===== src/rtl/hwpe_stream_source_pkg.sv =====
// rtl/hwpe_stream_source_pkg.sv - state encoding and default sizing for the early-stall stream source
package hwpe_stream_source_pkg;

  typedef enum logic [1:0] {
    IDLE,
    RUN,
    DONE,
    ABORT
  } state_e;

  localparam int DEF_DATA_WIDTH = 32;
  localparam int DEF_ADDR_WIDTH = 16;
  localparam int DEF_LEN_WIDTH  = 16;
  localparam int DEF_SKID_DEPTH = 2;

endpackage


===== src/rtl/hwpe_stream_source_addrgen.sv =====
// rtl/hwpe_stream_source_addrgen.sv - strided read address accumulator and issued-beat counter
module hwpe_stream_source_addrgen
  import hwpe_stream_source_pkg::*;
#(
  parameter int ADDR_WIDTH = DEF_ADDR_WIDTH,
  parameter int LEN_WIDTH  = DEF_LEN_WIDTH
) (
  input  logic                  clk_i,
  input  logic                  rst_i,
  input  logic                  i_load,
  input  logic                  i_step,
  input  logic [ADDR_WIDTH-1:0] i_base,
  input  logic [ADDR_WIDTH-1:0] i_stride,
  input  logic [LEN_WIDTH-1:0]  i_len,
  output logic [ADDR_WIDTH-1:0] o_addr,
  output logic [LEN_WIDTH-1:0]  o_len,
  output logic                  o_last
);

  logic [ADDR_WIDTH-1:0] r_addr;
  logic [ADDR_WIDTH-1:0] r_stride;
  logic [LEN_WIDTH-1:0]  r_len;
  logic [LEN_WIDTH-1:0]  r_issued;

  // Address arithmetic wraps naturally at ADDR_WIDTH bits.
  always_ff @(posedge clk_i or posedge rst_i) begin
    if (rst_i) begin
      r_addr   <= '0;
      r_stride <= '0;
      r_len    <= '0;
      r_issued <= '0;
    end else if (i_load) begin
      r_addr   <= i_base;
      r_stride <= i_stride;
      r_len    <= i_len;
      r_issued <= '0;
    end else if (i_step) begin
      r_addr   <= r_addr + r_stride;
      r_issued <= r_issued + LEN_WIDTH'(1);
    end
  end

  assign o_addr = r_addr;
  assign o_len  = r_len;
  assign o_last = (r_issued == r_len);

endmodule


===== src/rtl/hwpe_stream_source_earlystall.sv =====
// rtl/hwpe_stream_source_earlystall.sv - memory-to-FIFO producer metered by in-flight credits
module hwpe_stream_source_earlystall
  import hwpe_stream_source_pkg::*;
#(
  parameter int DATA_WIDTH = DEF_DATA_WIDTH,
  parameter int ADDR_WIDTH = DEF_ADDR_WIDTH,
  parameter int LEN_WIDTH  = DEF_LEN_WIDTH,
  parameter int SKID_DEPTH = DEF_SKID_DEPTH
) (
  input  logic                  clk_i,
  input  logic                  rst_i,
  input  logic                  clear_i,
  input  logic                  start_i,
  input  logic [ADDR_WIDTH-1:0] base_addr_i,
  input  logic [ADDR_WIDTH-1:0] stride_i,
  input  logic [LEN_WIDTH-1:0]  len_i,
  output logic                  busy_o,
  output logic                  done_o,
  output logic                  mem_req_o,
  output logic [ADDR_WIDTH-1:0] mem_addr_o,
  input  logic                  mem_gnt_i,
  input  logic                  mem_rvalid_i,
  input  logic [DATA_WIDTH-1:0] mem_rdata_i,
  output logic                  push_valid_o,
  output logic [DATA_WIDTH-1:0] push_data_o,
  input  logic                  push_ready_i
);

  state_e                r_state;
  logic [LEN_WIDTH-1:0]  r_inflight;
  logic [LEN_WIDTH-1:0]  r_pushed;
  logic                  r_push_valid;
  logic [DATA_WIDTH-1:0] r_push_data;
  logic                  r_done;

  logic                  w_load;
  logic                  w_all_issued;
  logic                  w_req;
  logic                  w_grant;
  logic                  w_discard;
  logic [LEN_WIDTH-1:0]  w_len;
  logic [LEN_WIDTH-1:0]  w_credit;
  logic [LEN_WIDTH-1:0]  w_inflight_nxt;

  assign w_load = (r_state == IDLE) && start_i && !clear_i;

  hwpe_stream_source_addrgen #(
    .ADDR_WIDTH(ADDR_WIDTH),
    .LEN_WIDTH (LEN_WIDTH)
  ) u_addrgen (
    .clk_i   (clk_i),
    .rst_i   (rst_i),
    .i_load  (w_load),
    .i_step  (w_grant),
    .i_base  (base_addr_i),
    .i_stride(stride_i),
    .i_len   (len_i),
    .o_addr  (mem_addr_o),
    .o_len   (w_len),
    .o_last  (w_all_issued)
  );

  // A beat on push_valid_o this cycle has already reached the FIFO, so its credit is free now.
  assign w_credit  = r_inflight - LEN_WIDTH'(r_push_valid);
  assign w_req     = (r_state == RUN) && push_ready_i && !w_all_issued &&
                     (w_credit < LEN_WIDTH'(SKID_DEPTH));
  assign w_grant   = w_req && mem_gnt_i;
  assign w_discard = mem_rvalid_i && ((r_state == ABORT) || ((r_state == RUN) && clear_i));
  assign w_inflight_nxt = r_inflight + LEN_WIDTH'(w_grant)
                        - LEN_WIDTH'(r_push_valid) - LEN_WIDTH'(w_discard);

  always_ff @(posedge clk_i or posedge rst_i) begin
    if (rst_i) begin
      r_state      <= IDLE;
      r_inflight   <= '0;
      r_pushed     <= '0;
      r_push_valid <= 1'b0;
      r_push_data  <= '0;
      r_done       <= 1'b0;
    end else begin
      r_done       <= 1'b0;
      r_inflight   <= w_inflight_nxt;
      r_push_valid <= mem_rvalid_i && (r_state == RUN) && !clear_i;
      if (mem_rvalid_i) r_push_data <= mem_rdata_i;
      case (r_state)
        IDLE: begin
          if (w_load) begin
            r_pushed <= '0;
            if (len_i == '0) begin
              r_state <= DONE;
              r_done  <= 1'b1;
            end else begin
              r_state <= RUN;
            end
          end
        end
        RUN: begin
          if (clear_i) begin
            r_state <= ABORT;
          end else if (r_push_valid) begin
            r_pushed <= r_pushed + LEN_WIDTH'(1);
            if (r_pushed + LEN_WIDTH'(1) == w_len) begin
              r_state <= DONE;
              r_done  <= 1'b1;
            end
          end
        end
        DONE:    r_state <= clear_i ? ABORT : IDLE;
        ABORT:   if (w_inflight_nxt == '0) r_state <= IDLE;
        default: r_state <= IDLE;
      endcase
    end
  end

  assign busy_o       = (r_state != IDLE);
  assign done_o       = r_done;
  assign mem_req_o    = w_req;
  assign push_valid_o = r_push_valid;
  assign push_data_o  = r_push_data;

endmodule


===== config.mk =====
export PLATFORM = sky130hd
export DESIGN_NAME = hwpe_stream_source_earlystall
export DESIGN_NICKNAME = d
export VERILOG_FILES = /design/src/rtl/hwpe_stream_source_pkg.sv /design/src/rtl/hwpe_stream_source_addrgen.sv /design/src/rtl/hwpe_stream_source_earlystall.sv
export SDC_FILE = /design/constraint.sdc
export NUM_CORES = 1
export LEC_CHECK = 0
export ABC_CLOCK_PERIOD_IN_PS = 9100
export BUFFER_PORTS_ARGS = -buffer_cell sky130_fd_sc_hd__buf_4
export CAP_MARGIN = 20
export CORE_ASPECT_RATIO = 2
export CORE_MARGIN = 2
export CORE_UTILIZATION = 55
export DETAILED_ROUTE_END_ITERATION = 7
export PLACE_DENSITY = 0.85
export SLEW_MARGIN = 20
export SYNTH_ARGS = -nofsm -noshare
export SYNTH_HDL_FRONTEND = slang
export SYNTH_SLANG_ARGS = --single-unit
export TNS_END_PERCENT = 20

===== constraint.sdc =====
create_clock -name clk_i -period 9.1 [get_ports clk_i]
set_input_delay 0.91 -clock clk_i [delete_from_list [all_inputs] [get_ports clk_i]]
set_output_delay 0.91 -clock clk_i [all_outputs]
set_load 0.01 [all_outputs]

==> out/metrics.csv, run 1 <==
metric;value;unit
wire length of the first global-routing pass;34500;um
shortest period the worst path allows;6.01;ns
most prevalent standard cell on the critical path;sky130_fd_sc_hd__ha_1;
power dissipated by switching net loads;0.00127;W
Max Buffers Root-to-Sink;2;
total number of H-tree levels;4;
clock root buffer;sky130_fd_sc_hd__clkbuf_16;
largest delay contributor family on the critical path;simple AND/OR/NAND/NOR gates;
routed wire length per instance;17.5;um
clock-pin slew on the worst setup and hold paths;0.06;ns
main combinational cell family by area after synthesis;simple AND/OR/NAND/NOR gates;
post-synthesis simple-gate area fraction;0.189;
number of antenna violations at the first check in global routing;0;
cells taking the most area after synthesis;sky130_fd_sc_hd__dfrtp_1, sky130_fd_sc_hd__ha_1, sky130_fd_sc_hd__nand2_1;
register-to-register setup slack;3.09;ns
Core Rows;62;
Required @ worst endpoint;9.37;ns
via count of the first global-routing pass;7341;
commonest cells after routing, fill and taps aside;sky130_fd_sc_hd__buf_4, sky130_fd_sc_hd__nand2_1, sky130_fd_sc_hd__dfrtp_1;
count of buffers inserted at the top-level ports;138;
share of the synthesized area in the top cell type;0.414;
share of final-layout standard cells stronger than drive strength 1;0.222;
final hold violation count;0;
Slew HR;0.316;
post-detailed-placement half-perimeter wirelength;15100;um
CORE AREA;14300;sq um
clock latency on the worst-skew pair;0.42;ns
Maximum Capacitance Violations;0;
Pre-antenna DRT Iters;7;
via total after detailed routing;6976;
Leak;4.68;nW
total wire length;20900;um
total clock buffers created by CTS;17;
number of DRC violations after detailed routing;0;
effective utilization at floorplan;0.559;
Setup Crit Path Kind;reg2reg;
critical path launch point type;flip-flop;
remaining global-route overflow;0;
number of DRC violations after detailed-routing iteration 0;345;
Critical Path Slowest Stage Cell;sky130_fd_sc_hd__a221oi_1;
cells resized by post-CTS repair;0;
Pint;0.00193;W
result of the run;finished clean;
relative contribution of sequential cells to total power;0.288;
synthesized area;7980;sq um
clock power share;0.238;
cell count of the worst reg-to-reg path;23;
launch point of the worst reg-to-reg path;push_valid_o;
maximum clock rate;0.166;GHz
Crit. End Element;flip-flop;
most common cell after layout, fill and taps aside;sky130_fd_sc_hd__buf_4;
min-delay src;u_addrgen.r_stride[5];
clock tree from TritonCTS;done;
Final Max Tran Viols;0;
Num Clock Sinks;132;
complex-gate fraction of the synthesized area;0.140;
maximum VDD drop;237;uV
proportion of synthesized flip-flops having asynchronous set or reset;1.00;
largest area contributor in the synthesized netlist;sky130_fd_sc_hd__dfrtp_1;
# Post-CTS Setup Buffers;0;
worst clock skew;0.00839;ns
distinct cell type count after synthesis;67;
pin count of the biggest net entering global routing;70;
part of the cycle the worst path needs;0.660;
final instance area;9820;sq um
sequential fraction of the synthesis area;0.414;
xor and xnor area share after synthesis;0.0768;
number of buffers inserted by hold repair at cts;0;
Sw Ratio;0.397;
power density over the cells;326;nW/um^2
aggregate negative setup slack;0;ns
dpl cell area;9160;sq um
net count reported at finish;1127;
# setup viols final;0;
fill cell count;1143;
global routing usage summed across all routing layers;0.284;
logic gate share of total power;0.474;
floorplan die area;15600;sq um
layout overhead on the synthesized area;23.0;%
Critical path buffers and inverters;3;
flip-flop cell with the highest count after synthesis;sky130_fd_sc_hd__dfrtp_1;
crit path max fanout;21;
setup repair after global routing missed its margin;no;
detail-routed via count per cell;5.87;
Critical Path, Cell by Cell;inv_1 > nor2_1 > ha_1 > nand2b_1 > nand2_1 > a2111oi_0 > o2111ai_1 > nor4_1 > nand4b_1 > buf_4 > inv_1 > ha_1 > ha_1 > fa_1 > nand2b_1 > a221oi_1 > o211ai_1 > nand3_1 > nor3b_1 > and4_1 > or4b_1 > o41ai_1 > o22ai_1;
number of nets in the synthesized netlist;998;
number of nets still failing antenna checks after routing;0;
Post-Synth Adder-Cell Area;0.0906;
FF-to-FF End;r_state[0];
delay of the slowest cell on the worst path;0.54;ns
routability congestion estimate;0.878;
per-instance average area after synthesis;9.34;sq um
boundary pin count;139;
worst hold stages;2;
ANT cells;0;
die height;174;um
register bit count reported by yosys;132;
Worst Hold Class;reg2reg;
Slew @ Worst Pin;1.02;ns
stages on the worst setup path;23;
cell count after synthesis;855;
Yosys warning total;0;
arrival time at the worst endpoint;6.28;ns
number of enable-type register cells in the synthesized netlist;0;
chip width;89.2;um
fraction of synthesized area in multiplexers;0.0528;
Hold Crit Endpoint;u_addrgen.r_stride[5];
## stage by stage
step / cells / hold WS, ns / power (W) / utilization / worst slack [ns]
CTS: 1189 / 0.483 / 0.00318 / 0.688 / 3.24
floorplan: 855 / 0.450 / 0.00197 / - / 4.10
detailed placement: 1157 / 0.468 / 0.00239 / 0.641 / 3.35
global placement: 1157 / 0.465 / 0.00233 / 0.641 / 3.60
finish: 1189 / 0.479 / 0.00320 / 0.688 / 3.09
global route: 1189 / 0.506 / 0.00341 / 0.688 / 2.74
## worst max-delay path by stage
stage                 startpoint  slack [ns]          to
CTS                 push_valid_o        3.24  r_state[0]
detailed placement  push_valid_o        3.35  r_state[0]
global route        push_valid_o        2.74  r_state[0]
global placement    push_ready_i        3.60  r_state[1]
floorplan           push_valid_o        4.10  r_state[0]
finish              push_valid_o        3.09  r_state[0]
## Yosys cell counts, types with 3 or more instances
master                        n
sky130_fd_sc_hd__a21o_1       6
sky130_fd_sc_hd__fa_1         3
sky130_fd_sc_hd__o21a_1       7
sky130_fd_sc_hd__a2111oi_0    4
sky130_fd_sc_hd__mux2i_1      5
sky130_fd_sc_hd__nor2_1      60
sky130_fd_sc_hd__mux2_2      33
sky130_fd_sc_hd__dfrtp_1    132
sky130_fd_sc_hd__a31oi_1      6
sky130_fd_sc_hd__a21oi_1     41
sky130_fd_sc_hd__o311ai_0     3
sky130_fd_sc_hd__nand2_1    137
sky130_fd_sc_hd__a221oi_1     3
sky130_fd_sc_hd__xnor2_1     41
sky130_fd_sc_hd__nor3_1      13
sky130_fd_sc_hd__nand4_1     10
sky130_fd_sc_hd__ha_1        53
sky130_fd_sc_hd__o2111ai_1    3
sky130_fd_sc_hd__o211ai_1     5
sky130_fd_sc_hd__and4_1       3
sky130_fd_sc_hd__or3_1        8
sky130_fd_sc_hd__and2_1       9
sky130_fd_sc_hd__buf_1        4
sky130_fd_sc_hd__and3_1       6
sky130_fd_sc_hd__nor3b_1      4
sky130_fd_sc_hd__buf_2        3
sky130_fd_sc_hd__inv_1       40
sky130_fd_sc_hd__nor4_1      12
sky130_fd_sc_hd__a22oi_1      3
sky130_fd_sc_hd__nor2b_1      7
sky130_fd_sc_hd__o31ai_1     13
sky130_fd_sc_hd__clkbuf_1    22
sky130_fd_sc_hd__a31o_2       3
sky130_fd_sc_hd__o21bai_1     4
sky130_fd_sc_hd__o22ai_1     15
sky130_fd_sc_hd__a211oi_1     3
sky130_fd_sc_hd__nand2b_1     8
sky130_fd_sc_hd__nand3_1     17
sky130_fd_sc_hd__xor2_1      29
sky130_fd_sc_hd__o21ai_0     43
## power by group through the flow
stage / sequential [W] / clock, W / combinational, W
6_report: 0.000922 / 0.000762 / 0.00152
5_1_grt: 0.000942 / 0.000792 / 0.00167
4_1_cts: 0.000918 / 0.000767 / 0.00150
3_5_place_dp: 0.000926 / 0 / 0.00147
3_3_place_gp: 0.000915 / 0 / 0.00141
2_1_floorplan: 0.000896 / 0 / 0.00108
## tightest hold or removal path, delay by kind of cell (launching register included)
family           cells  cell delay (ns)
and+or+nand+nor      2             0.10
DFF                  1             0.34
## final cells by class
| class | count | area [sq um] | area share |
|---|---|---|---|
| repair buffers | 142 | 1070 | 0.109 |
| well taps | 192 | 240 | 0.0245 |
| clock buffers | 20 | 457 | 0.0465 |
| multi-input cells | 651 | 4390 | 0.448 |
| inverters | 40 | 153 | 0.0156 |
| clock inverters | 12 | 203 | 0.0207 |
| flip-flops and latches | 132 | 3300 | 0.337 |
## state kept, by name (all words and copies together), names as in the netlist
| name | cells |
|---|---|
| push_valid_o | 1 |
| u_addrgen.o_addr | 16 |
| u_addrgen.r_stride | 16 |
| r_state | 2 |
| push_data_o | 32 |
| done_o | 1 |
| r_inflight | 16 |
| r_pushed | 16 |
| u_addrgen.o_len | 16 |
| u_addrgen.r_issued | 16 |
## routing by layer
metal,GRT usage,part of all wire
met1,0.298,0.35
met2,0.519,0.56
met3,0.0537,0.049
met4,0.135,0.042
met5,0,0
## kinds of logic (layout without fill, tap and decap cells)
family                   Yosys count  in the layout
flip-flops                       132            132
AO/OA/AOI/OAI                    175            175
XOR/XNOR                          70             70
multiplexers                      38             38
adder cells (fa/ha/maj)           56             56
AND/OR/NAND/NOR                  312            312
buffers and inverters             72            214
Power figures use the tool's default switching activity.
==> inputs of run 2 (changes only) <==
- ABC_CLOCK_PERIOD_IN_PS: 9100 -> 5150
- CORE_UTILIZATION: 55 -> 51
- PLACE_DENSITY: 0.85 -> 0.83
- clock period: 9.1 -> 5.15 ns (I/O delays scaled with it)
==> out/metrics.csv, run 2 (synthesis gave the netlist of run 1 again) <==
metric;value;unit;change
result of the run;finished clean;;
number of nets still failing antenna checks after routing;0;;unchanged
Pre-antenna DRT Iters;7;;unchanged
Slew @ Worst Pin;1.02;ns;+0.000622 ns
final std cells w/o fill;1219;;+2.5%
floorplan die area;16700;sq um;+7.6%
global routing usage summed across all routing layers;0.255;;-0.0285
clock power share;0.210;;-0.028
number of DRC violations after detailed-routing iteration 0;407;;+18%
clock-pin slew on the worst setup and hold paths;0.06;ns;about the same
worst clock skew;0.0122;ns;+0.00385 ns
ANT cells;0;;unchanged
final hold violation count;0;;unchanged
Crit. End Element;flip-flop;;
area of combinational cells with multiple inputs;4510;sq um;+2.6%
power density over the cells;574;nW/um^2;+76%
Worst Hold Class;in2async;;
fill cell count;1222;;+6.9%
wire length of the first global-routing pass;34200;um;-1.0%
Storage cell area;3300;sq um;about the same
total number of H-tree levels;4;;unchanged
effective utilization at floorplan;0.522;;-0.0373
post-detailed-placement half-perimeter wirelength;15300;um;+1.2%
layout overhead on the synthesized area;25.9;%;
relative contribution of sequential cells to total power;0.277;;-0.011
Pint;0.00342;W;+77%
CORE AREA;15300;sq um;+7.2%
logic gate share of total power;0.513;;+0.039
number of antenna violations at the first check in global routing;0;;unchanged
power dissipated by switching net loads;0.00235;W;+85%
Num Clock Sinks;132;;unchanged
maximum clock rate;0.198;GHz;+19%
critical path launch point type;flip-flop;;
Required @ worst endpoint;5.45;ns;-3.92 ns
clock tree from TritonCTS;done;;
Placed Instances;1182;;+2.2%
via count of the first global-routing pass;7313;;-0.38%
detail-routed via count per cell;5.73;;-2.4%
via total after detailed routing;6979;;+0.043%
crit path max fanout;3;;-86%
commonest cells after routing, fill and taps aside;sky130_fd_sc_hd__buf_4, sky130_fd_sc_hd__nand2_1, sky130_fd_sc_hd__dfrtp_1;;
Maximum Capacitance Violations;0;;unchanged
number of buffers inserted by hold repair at cts;0;;unchanged
clock latency on the worst-skew pair;0.42;ns;about the same
arrival time at the worst endpoint;5.35;ns;-0.93 ns
Setup Crit Path Kind;reg2reg;;
Min Hold Slack;0.102;ns;-0.377 ns
Slew HR;0.316;;-0.000416
most common cell after layout, fill and taps aside;sky130_fd_sc_hd__buf_4;;
net count reported at finish;1151;;+2.1%
pin count of the biggest net entering global routing;59;;-16%
FF-to-FF End;r_state[1];;
part of the cycle the worst path needs;0.980;;+0.319
number of DRC violations after detailed routing;0;;unchanged
remaining global-route overflow;0;;unchanged
total clock buffers created by CTS;17;;unchanged
maximum VDD drop;359;uV;+52%
routability congestion estimate;0.885;;+0.69%
chip width;92.5;um;+3.7%
count of buffers inserted at the top-level ports;138;;unchanged
die height;181;um;+3.8%
shortest period the worst path allows;5.04;ns;-0.964 ns
clock root buffer;sky130_fd_sc_hd__clkbuf_16;;
final instance area;10100;sq um;+2.4%
routed wire length per instance;17.4;um;-0.88%
aggregate negative setup slack;0;ns;unchanged
Final Max Tran Viols;0;;unchanged
core occupancy in the finished layout;0.657;;-0.0305
origin of the worst setup path;push_valid_o;;
total wire length;21200;um;+1.6%
dpl cell area;9310;sq um;+1.6%
share of final-layout standard cells stronger than drive strength 1;0.261;;+0.0389
# setup viols final;0;;unchanged
Core Rows;64;;+3.2%
boundary pin count;139;;unchanged
number of flip-flops in the largest register;32;;unchanged
launch point of the worst reg-to-reg path;push_valid_o;;
register-to-register setup slack;0.11;ns;-2.99 ns
Leak;4.79;nW;+2.2%
cell count of the worst reg-to-reg path;24;;+4.3%
Max Buffers Root-to-Sink;2;;unchanged
Sw Ratio;0.407;;+0.0102
-- run 2: cell types whose count changed in the layout (fill, tap and decap cells not counted), sizes merged --
cell,previous run,this run
buf,142,166
bufinv,5,2
clkinvlp,1,2
clkbuf,20,24
clkinv,6,4
-- run 2: worst max-delay path by stage --
stage	to	slack (ns)	depth (start not counted)
floorplan	r_state[0]	0.15	20
global route	r_state[0]	-0.15	24
CTS	r_state[1]	0.004	18
finish	r_state[1]	0.11	24
global placement	r_state[1]	0.1	23
detailed placement	r_state[1]	-0.13	23
-- run 2: layout make-up --
type                            instances  area share
Sequential cell                       132       0.329
Inverter                               40      0.0152
Multi-Input combinational cell        651       0.449
Clock buffer                           24      0.0489
Tap cell                              198      0.0246
Clock inverter                          8     0.00983
Timing Repair Buffer                  166       0.124
-- run 2: timing repair --
item                       CTS  global route
pin swaps                    3             8
buffers inserted             1             4
resized for setup            6            22
setup endpoints to repair    2             2
-- run 2: power groups by stage --
stage	Combinational (W)	Clock [W]	Sequential [W]
after floorplan	0.00190	0	0.00158
after global placement	0.00267	0	0.00159
after detailed placement	0.00272	0	0.00160
final	0.00296	0.00121	0.00160
after global routing	0.00325	0.00127	0.00163
after CTS	0.00279	0.00123	0.00159
-- run 2: per-stage QoR --
| stage | total power [W] | setup WS, ns |
|---|---|---|
| after detailed placement | 0.00432 | -0.134 |
| after floorplan | 0.00349 | 0.150 |
| after global placement | 0.00426 | 0.0986 |
| after CTS | 0.00560 | 0.00385 |
| final | 0.00577 | 0.105 |
| after global routing | 0.00615 | -0.155 |
-- run 2: layer usage --
metal,GRT usage,vias up,wire length (um)
li1,-,3304,-
met1,0.276,3383,7760
met2,0.473,225,11700
met3,0.0417,67,890
met4,0.122,0,862
met5,0,-,0
-- run 2: critical path, cell delays in order, from the launching register on --
cell	delay (ns)
sky130_fd_sc_hd__dfrtp_1	0.36
sky130_fd_sc_hd__inv_1	0.06
sky130_fd_sc_hd__nor2_1	0.10
sky130_fd_sc_hd__ha_1	0.19
sky130_fd_sc_hd__nand2b_4	0.15
sky130_fd_sc_hd__nand2_1	0.11
sky130_fd_sc_hd__a2111oi_2	0.44
sky130_fd_sc_hd__o2111ai_2	0.22
sky130_fd_sc_hd__nor4_4	0.20
sky130_fd_sc_hd__nand4b_1	0.24
sky130_fd_sc_hd__inv_2	0.12
sky130_fd_sc_hd__ha_1	0.17
sky130_fd_sc_hd__ha_2	0.20
sky130_fd_sc_hd__fa_2	0.22
sky130_fd_sc_hd__nand2b_1	0.10
sky130_fd_sc_hd__a221oi_2	0.25
sky130_fd_sc_hd__buf_4	0.17
sky130_fd_sc_hd__o211ai_1	0.13
sky130_fd_sc_hd__nand3_1	0.13
sky130_fd_sc_hd__nor3b_4	0.23
sky130_fd_sc_hd__and4_1	0.23
sky130_fd_sc_hd__or4b_1	0.46
sky130_fd_sc_hd__o41ai_2	0.21
sky130_fd_sc_hd__buf_4	0.16
sky130_fd_sc_hd__o22ai_1	0.07
==> inputs of run 3 (changes only) <==
- CORE_UTILIZATION: 51 -> 50
- PLACE_DENSITY: 0.83 -> 0.81
- TNS_END_PERCENT: 20 -> unset
==> out/metrics.csv, run 3 (synthesis gave the netlist of run 1 again) <==
metric;value;unit;change
# setup viols final;0;;unchanged
Max Buffers Root-to-Sink;2;;unchanged
post-detailed-placement half-perimeter wirelength;15500;um;+0.88%
result of the run;finished clean;;
power density over the cells;589;nW/um^2;+2.6%
net count reported at finish;1157;;+0.52%
number of antenna violations at the first check in global routing;0;;unchanged
Required @ worst endpoint;5.45;ns;about the same
Crit. End Element;flip-flop;;
pin count of the biggest net entering global routing;76;;+29%
clock latency on the worst-skew pair;0.43;ns;about the same
global routing usage summed across all routing layers;0.257;;+0.00196
total wire length;21900;um;+3.2%
chip width;93.3;um;+0.95%
Setup Crit Path Kind;reg2reg;;
total number of H-tree levels;4;;unchanged
power dissipated by switching net loads;0.00245;W;+4.3%
Pint;0.00359;W;+5.1%
worst clock skew;0.0148;ns;+0.00256 ns
critical path launch point type;flip-flop;;
number of DRC violations after detailed routing;0;;unchanged
floorplan die area;17100;sq um;+1.9%
register-to-register setup slack;0.09;ns;-0.02 ns
part of the cycle the worst path needs;0.983;;+0.00321
clock power share;0.224;;+0.014
total clock buffers created by CTS;17;;unchanged
Sw Ratio;0.406;;-0.00192
via total after detailed routing;7092;;+1.6%
routability congestion estimate;0.898;;+1.5%
clock tree from TritonCTS;done;;
shortest period the worst path allows;5.06;ns;+0.0165 ns
via count of the first global-routing pass;7323;;+0.14%
commonest cells after routing, fill and taps aside;sky130_fd_sc_hd__buf_4, sky130_fd_sc_hd__nand2_1, sky130_fd_sc_hd__dfrtp_1;;
delay of the slowest cell on the worst path;0.50;ns;+0.04 ns
die height;183;um;+0.97%
layout overhead on the synthesized area;28.6;%;
Placement Setup Slack;-0.113;ns;+0.0206 ns
number of DRC violations after detailed-routing iteration 0;365;;-10%
fill cell count;1244;;+1.8%
maximum clock rate;0.198;GHz;-0.33%
number of flip-flops in the largest register;32;;unchanged
final hold violation count;0;;unchanged
share of final-layout standard cells stronger than drive strength 1;0.275;;+0.0141
maximum VDD drop;458;uV;+28%
remaining global-route overflow;0;;unchanged
Core Rows;65;;+1.6%
area of combinational cells with multiple inputs;4620;sq um;+2.4%
Slew HR;0.338;;+0.0226
most common cell after layout, fill and taps aside;sky130_fd_sc_hd__buf_4;;
relative contribution of sequential cells to total power;0.263;;-0.014
Critical Path Slowest Stage Cell;sky130_fd_sc_hd__or4b_4;;
Leak;4.86;nW;+1.6%
routed wire length per instance;17.8;um;+2.5%
sum of internal, switching and leakage power;0.00604;W;+4.8%
number of buffers inserted by hold repair at cts;0;;unchanged
Pre-antenna DRT Iters;7;;unchanged
Storage cell area;3300;sq um;about the same
Min Hold Slack;0.274;ns;+0.172 ns
logic gate share of total power;0.513;;about the same
fin worst setup slack;0.0886;ns;-0.0165 ns
CORE AREA;15700;sq um;+2.6%
boundary pin count;139;;unchanged
clock-pin slew on the worst setup and hold paths;0.06;ns;about the same
effective utilization at floorplan;0.509;;-0.0134
arrival time at the worst endpoint;5.36;ns;about the same
crit path max fanout;2;;-1
aggregate negative setup slack;0;ns;unchanged
Maximum Capacitance Violations;0;;unchanged
detail-routed via count per cell;5.78;;+0.87%
clock root buffer;sky130_fd_sc_hd__clkbuf_16;;
wire length of the first global-routing pass;34900;um;+2.1%
Final Max Tran Viols;0;;unchanged
Critical Path, Cell by Cell;inv_2 > nor2_1 > ha_2 > nor2b_4 > nand4_1 > a2111oi_4 > o2111ai_2 > nor4_4 > nand4b_1 > inv_2 > ha_4 > ha_4 > fa_1 > or4b_4 > nor4_2 > buf_4 > and4_1 > or4b_4 > o41ai_4 > buf_4 > o22ai_1;;
Worst Hold Class;in2reg;;
count of buffers inserted at the top-level ports;138;;unchanged
ANT cells;0;;unchanged
Num Clock Sinks;132;;unchanged
Slew @ Worst Pin;0.989;ns;-0.0338 ns
number of nets still failing antenna checks after routing;0;;unchanged
-- run 3: cell types whose count changed in the layout (fill, tap and decap cells not counted), moves of 2 or more --
cell                        change
sky130_fd_sc_hd__a2111oi_4      +2
sky130_fd_sc_hd__nor2b_1        -2
sky130_fd_sc_hd__nor2b_4        +2
sky130_fd_sc_hd__a2111oi_2      -2
sky130_fd_sc_hd__ha_1           -4
sky130_fd_sc_hd__bufinv_16      +3
sky130_fd_sc_hd__clkinv_2       -2
sky130_fd_sc_hd__ha_4           +4
sky130_fd_sc_hd__clkinv_4       +2
sky130_fd_sc_hd__clkbuf_8       -3
sky130_fd_sc_hd__buf_4          +6
sky130_fd_sc_hd__or4b_4         +2
-- run 3: per-stage QoR --
step,area [sq um],util,std cells
after floorplan,7980,-,855
after global placement,9340,0.595,1189
after detailed placement,9340,0.595,1189
after CTS,10000,0.638,1222
after global routing,10300,0.654,1228
final,10300,0.654,1228
-- run 3: power by group through the flow --
| stage | Sequential, W | Clock, W | Combinational [W] |
|---|---|---|---|
| floorplan | 0.00158 | 0 | 0.00190 |
| global placement | 0.00158 | 0 | 0.00268 |
| detailed placement | 0.00159 | 0 | 0.00275 |
| CTS | 0.00158 | 0.00136 | 0.00281 |
| global route | 0.00163 | 0.00140 | 0.00337 |
| finish | 0.00159 | 0.00135 | 0.00310 |
-- run 3: layer usage --
layer	global-route usage	part of all wire	up-vias
met5	0	0	-
li1	-	-	3309
met1	0.271	0.36	3475
met4	0.129	0.039	0
met3	0.0372	0.041	66
met2	0.483	0.56	242
-- run 3: critical path, delay by kind of cell, from the launching register on --
| kind | cells | cell delay, ns |
|---|---|---|
| simple gates | 9 | 2.14 |
| fa+ha+maj | 4 | 1.02 |
| compound gates | 4 | 0.86 |
| buf+inv | 4 | 0.51 |
| flops | 1 | 0.39 |
-- run 3: timing repair --
| item | in CTS | in global routing |
|---|---|---|
| setup buffers | 1 | 6 |
| setup endpoints to repair | 2 | 2 |
| gates cloned | 0 | 0 |
| hold endpoints to repair | 0 | 0 |
| pin swaps | 3 | 14 |
| gates resized for setup | 4 | 41 |
-- run 3: path summary, 6_finish.rpt --
path,endpoint,cells after the start,from
worst max-delay path,r_state[1],21,push_valid_o
worst min-delay path,u_addrgen.r_stride[8],3,stride_i[8]
worst max register to register,r_state[1],21,push_valid_o
worst min register to register,u_addrgen.r_stride[7],2,u_addrgen.r_stride[7]
max in group asynchronous,push_data_o[4],3,rst_i
min in group asynchronous,u_addrgen.r_stride[7],2,rst_i
-- run 3: cell type report --
cell class	count	area share
clock inverter	12	0.0199
tap	201	0.0245
sequential	132	0.322
clock buffer	20	0.0435
inverter	40	0.0149
multi-input combinational	651	0.450
timing repair buffer	172	0.126
